File: src/rtl/unary_binary_mac.sv
// Unary-stream multiply-accumulate: out = a*b + c, one unary bit per cycle.
// Optional macro UNARY_EARLY_DONE_EN ends the stream as soon as a_reg is reached.
module unary_binary_mac #(
    parameter int SIZE = 3
) (
    input  logic              clk,
    input  logic              reset_n,
    input  logic              valid,
    input  logic [SIZE-1:0]   a,
    input  logic [SIZE-1:0]   b,
    input  logic [SIZE-1:0]   c,
    output logic              ready,
    output logic [2*SIZE-1:0] out
);

    typedef enum logic [1:0] {IDLE, BUSY, DONE} state_t;

    localparam logic [SIZE-1:0] LAST = '1;

    state_t            state;
    state_t            next_state;
    logic [SIZE-1:0]   a_reg;
    logic [SIZE-1:0]   b_reg;
    logic [SIZE-1:0]   c_reg;
    logic [SIZE-1:0]   counter_out;
    logic              unary;
    logic [2*SIZE-1:0] unary_out;
    logic [2*SIZE-1:0] acc;
    logic              start;
    logic              finish;

    assign unary     = (counter_out < a_reg);
    assign unary_out = unary ? {{SIZE{1'b0}}, b_reg} : '0;
    assign out       = acc;

`ifdef UNARY_EARLY_DONE_EN
    // Past a_reg the stream is all zeros, so stopping there loses nothing.
    assign finish = (counter_out == a_reg);
`else
    assign finish = (counter_out == LAST);
`endif

    // State register.
    always_ff @(posedge clk or negedge reset_n) begin
        if (!reset_n) begin
            state <= IDLE;
        end else begin
            state <= next_state;
        end
    end

    // Next-state logic; a new request is only accepted outside BUSY.
    always_comb begin
        next_state = state;
        start      = 1'b0;
        unique case (state)
            IDLE, DONE: begin
                if (valid) begin
                    start      = 1'b1;
                    next_state = BUSY;
                end
            end
            BUSY: begin
                if (finish) begin
                    next_state = DONE;
                end
            end
            default: next_state = IDLE;
        endcase
    end

    // Operand capture, unary counter and accumulator.
    always_ff @(posedge clk or negedge reset_n) begin
        if (!reset_n) begin
            a_reg       <= '0;
            b_reg       <= '0;
            c_reg       <= '0;
            counter_out <= '0;
            acc         <= '0;
            ready       <= 1'b0;
        end else if (start) begin
            a_reg       <= a;
            b_reg       <= b;
            c_reg       <= c;
            counter_out <= '0;
            acc         <= {{SIZE{1'b0}}, c};
            ready       <= 1'b0;
        end else if (state == BUSY) begin
            if (finish) begin
                ready <= 1'b1;
            end else begin
                acc         <= acc + unary_out;
                counter_out <= counter_out + 1'b1;
            end
        end
    end

endmodule

File: config.mk
export PLATFORM = sky130hd
export DESIGN_NAME = unary_binary_mac
export DESIGN_NICKNAME = d
export VERILOG_FILES = /design/src/rtl/unary_binary_mac.sv
export SDC_FILE = /design/constraint.sdc
export NUM_CORES = 1
export LEC_CHECK = 0
export ABC_AREA = 1
export CAP_MARGIN = 10
export CORE_AREA = 2 2 53 43
export CTS_CLUSTER_SIZE = 28
export DETAILED_ROUTE_END_ITERATION = 10
export DIE_AREA = 0 0 55 45
export GPL_TIMING_DRIVEN = 0
export PLACE_DENSITY = 0.81
export SKIP_LAST_GASP = 1
export SYNTH_ARGS = -nofsm -noshare
export SYNTH_HDL_FRONTEND = slang
export SYNTH_SLANG_ARGS = --single-unit
File: constraint.sdc
create_clock -name clk -period 3.6 [get_ports clk]
set_input_delay 0.54 -clock clk [delete_from_list [all_inputs] [get_ports clk]]
set_output_delay 0.54 -clock clk [all_outputs]
set_load 0.005 [all_outputs]
==> results.cfg <==
[outcome]
outcome = finished clean

[cts]
postCtsSetupBuffers = 0
cts.sinks = 18
clk_latency_ns = 0.30
cts-buffers-inserted = 3
path_clk_slew_ns = 0.10
cts-resized-gates = 0
cts_root_buf = clkbuf_4
holdBufCountCts = 0
clk_path_buf_depth = 2
cts.htree.levels = 1
cts_tree = done

[pwr]
p_per_area_nw_per_um2 = 898
swShare = 0.427
peakVddDrop_v = 0.000582
power.share.sequential = 0.322
p_sw_mw = 0.477
cellLeakagePower_nw = 0.604
intPower_mw = 0.640
comb_power_share = 0.565
clkPwrFrac = 0.113
power_mw = 1.12

[detailed_routing]
drc_errors = 0
initialDrtViolationCount = 15
drtAntennaViolNets = 0
wl_um = 1890
dr_total_vias = 785
vias_per_cell = 4.97
routedWlPerCell_um = 11.9
dr.pass1.iters = 4

[placed_design]
gp_congestion = 0.806
hpwl_um = 1500
numPortBuffers = 18

[die]
chipWidth_um = 55
die_area_sq_um = 2480
io_pins = 19
core-area_sq_um = 1930
die_h_um = 45
row_count = 14
initial_core_util = 0.518

[grt]
gr-total-overflow = 0
grt_use_total = 0.191
grt_pass1_vias = 793
grt_max_degree = 19
grt_pass1_wl_um = 3280
antenna_found_initial = 0

[final_layout]
n_antenna_cell = 0
postLayoutCoreUtil = 0.645
drive_gt1_frac = 0.127
syn_to_final_growth_pct = 24.7
nets = 155
largest_register_ffs = 6

[timing]
tightest_slew_ns = 0.781
max-slew-margin-rel = 0.478
setup_tns_ns = 0
grt_setup_unrepaired = no
setup_viol = 0
maxSlewViolCount = 0
fin_crit_ns = 2.27
holdWs_ns = 0.488
skew_ns = 0.0131
hold_violations = 0
max_freq_mhz = 440
period_share = 0.631

[critical_path]
crit_fanout = 3
required_ns = 3.79
arrival_ns = 2.46
end_kind = flop
start_kind = flop
crit_type = reg2reg

[logic_synthesis]
syn_inst = 112
syn_area_sq_um = 997
synth_nets = 132
yosysWarnings = 0
synth.avg_cell_area_sq_um = 8.90
synth_top_family_by_area = simple AND/OR/NAND/NOR gates
ys_ff_latch = 18
synthAdderAreaFrac = 0.108
yosys.area_share.simple = 0.237
synth-compound-area-share = 0.0941
synth_cell_types = 23
synth.mux.area_fraction = 0
seq_area_frac_synth = 0.452
synth-xor-area-share = 0.00878

[min_path]
hold_class = reg2reg

[job]
cap_violations = 0
[power by group through the flow]
| stage | Combinational (mW) | Sequential, mW | Clock (mW) |
|---|---|---|---|
| after global placement | 0.606 | 0.356 | 0 |
| after CTS | 0.639 | 0.359 | 0.131 |
| after detailed placement | 0.635 | 0.363 | 0 |
| after global routing | 0.727 | 0.369 | 0.136 |
| final | 0.631 | 0.360 | 0.126 |
| after floorplan | 0.460 | 0.353 | 0 |
[worst max-delay path: stages, from the launching register on]
cell      delay (ns)
dfrtp_1         0.42
ha_1            0.30
nand3_1         0.09
o211ai_1        0.13
nor2_1          0.13
ha_1            0.18
inv_1           0.06
fa_1            0.40
o21ai_0         0.26
nand2_1         0.08
nand2_1         0.06
nor2_1          0.05
[metrics by stage]
| stage | setup slack (ns) | cells | cell area, sq um |
|---|---|---|---|
| detailed placement | 1.33 | 154 | 1210 |
| global placement | 1.41 | 154 | 1210 |
| finish | 1.33 | 158 | 1240 |
| global route | 1.18 | 158 | 1240 |
| floorplan | 1.59 | 112 | 997 |
| CTS | 1.31 | 158 | 1240 |
[cell usage after synthesis (all sizes together)]
master / number / area [sq um]
xnor2: 1 / 8.76
buf: 1 / 11.3
a21oi: 4 / 20.0
nand3: 8 / 52.6
o21a: 1 / 7.51
o21ai: 7 / 38.8
ha: 7 / 87.6
dfrtp: 18 / 450
nor2: 13 / 82.6
fa: 1 / 20.0
o31ai: 1 / 7.51
nand2: 27 / 101
o211ai: 1 / 7.51
inv: 20 / 80.1
o22ai: 1 / 12.5
clkinv: 1 / 8.76
[cells in the final DEF (no fill, tap or decap)]
cell type | Yosys | layout
nor2_4 | 1 | 1
nor2_2 | 4 | 4
xnor2_1 | 1 | 1
nand3_1 | 7 | 7
o211ai_1 | 1 | 1
o31ai_1 | 1 | 1
inv_1 | 18 | 18
ha_1 | 7 | 7
a21oi_1 | 4 | 4
clkinv_4 | 1 | 1
o21ai_0 | 6 | 6
nor2_8 | 1 | 1
inv_6 | 1 | 1
buf_6 | 1 | 1
fa_1 | 1 | 1
clkbuf_4 | 0 | 3
o22ai_2 | 1 | 1
nor2_1 | 7 | 7
nand2_1 | 27 | 27
inv_2 | 1 | 1
dfrtp_1 | 18 | 18
o21a_1 | 1 | 1
clkdlybuf4s50_1 | 0 | 18
clkbuf_8 | 0 | 1
nand3_4 | 1 | 1
o21ai_2 | 1 | 1
[routing by layer]
layer | wire length [um] | up-vias | global-route usage
met5 | 0 | - | 0
met4 | 20 | 0 | 0.0683
met3 | 96 | 2 | 0.0629
met2 | 936 | 19 | 0.312
met1 | 835 | 369 | 0.237
li1 | - | 395 | -
[area by class of cell]
type	count	area (sq um)
Fill cell	175	683
Sequential cell	18	450
Multi-Input combinational cell	72	447
Timing Repair Buffer	18	180
Inverter	21	88.8
Clock buffer	4	36.3
Tap cell	24	30.0
Buffer	1	11.3
[kinds of logic (layout without fill, tap and decap cells)]
kind of cell / Yosys count / count (layout)
adders and majority gates: 8 / 8
buffers and inverters: 22 / 44
xor gates and xnor gates: 1 / 1
DFF: 18 / 18
AOI/OAI and AO/OA: 15 / 15
and+or+nand+nor: 48 / 48
[path summary, 6_finish.rpt]
check | start | end | slack [ns] | cells past startpoint
max | counter_out[2]$_DFFE_PN0P_ | out[4]$_DFFE_PN0P_ | 1.33 | 11
min | a_reg[0]$_DFFE_PN0P_ | a_reg[0]$_DFFE_PN0P_ | 0.49 | 2
max reg2reg | counter_out[2]$_DFFE_PN0P_ | out[4]$_DFFE_PN0P_ | 1.33 | 11
min reg2reg | a_reg[0]$_DFFE_PN0P_ | a_reg[0]$_DFFE_PN0P_ | 0.49 | 2
max in group asynchronous | reset_n | counter_out[2]$_DFFE_PN0P_ | 2.42 | 1
min in group asynchronous | reset_n | state[1]$_DFFE_PN0P_ | 0.68 | 1
(Power assumes the default switching activity.)
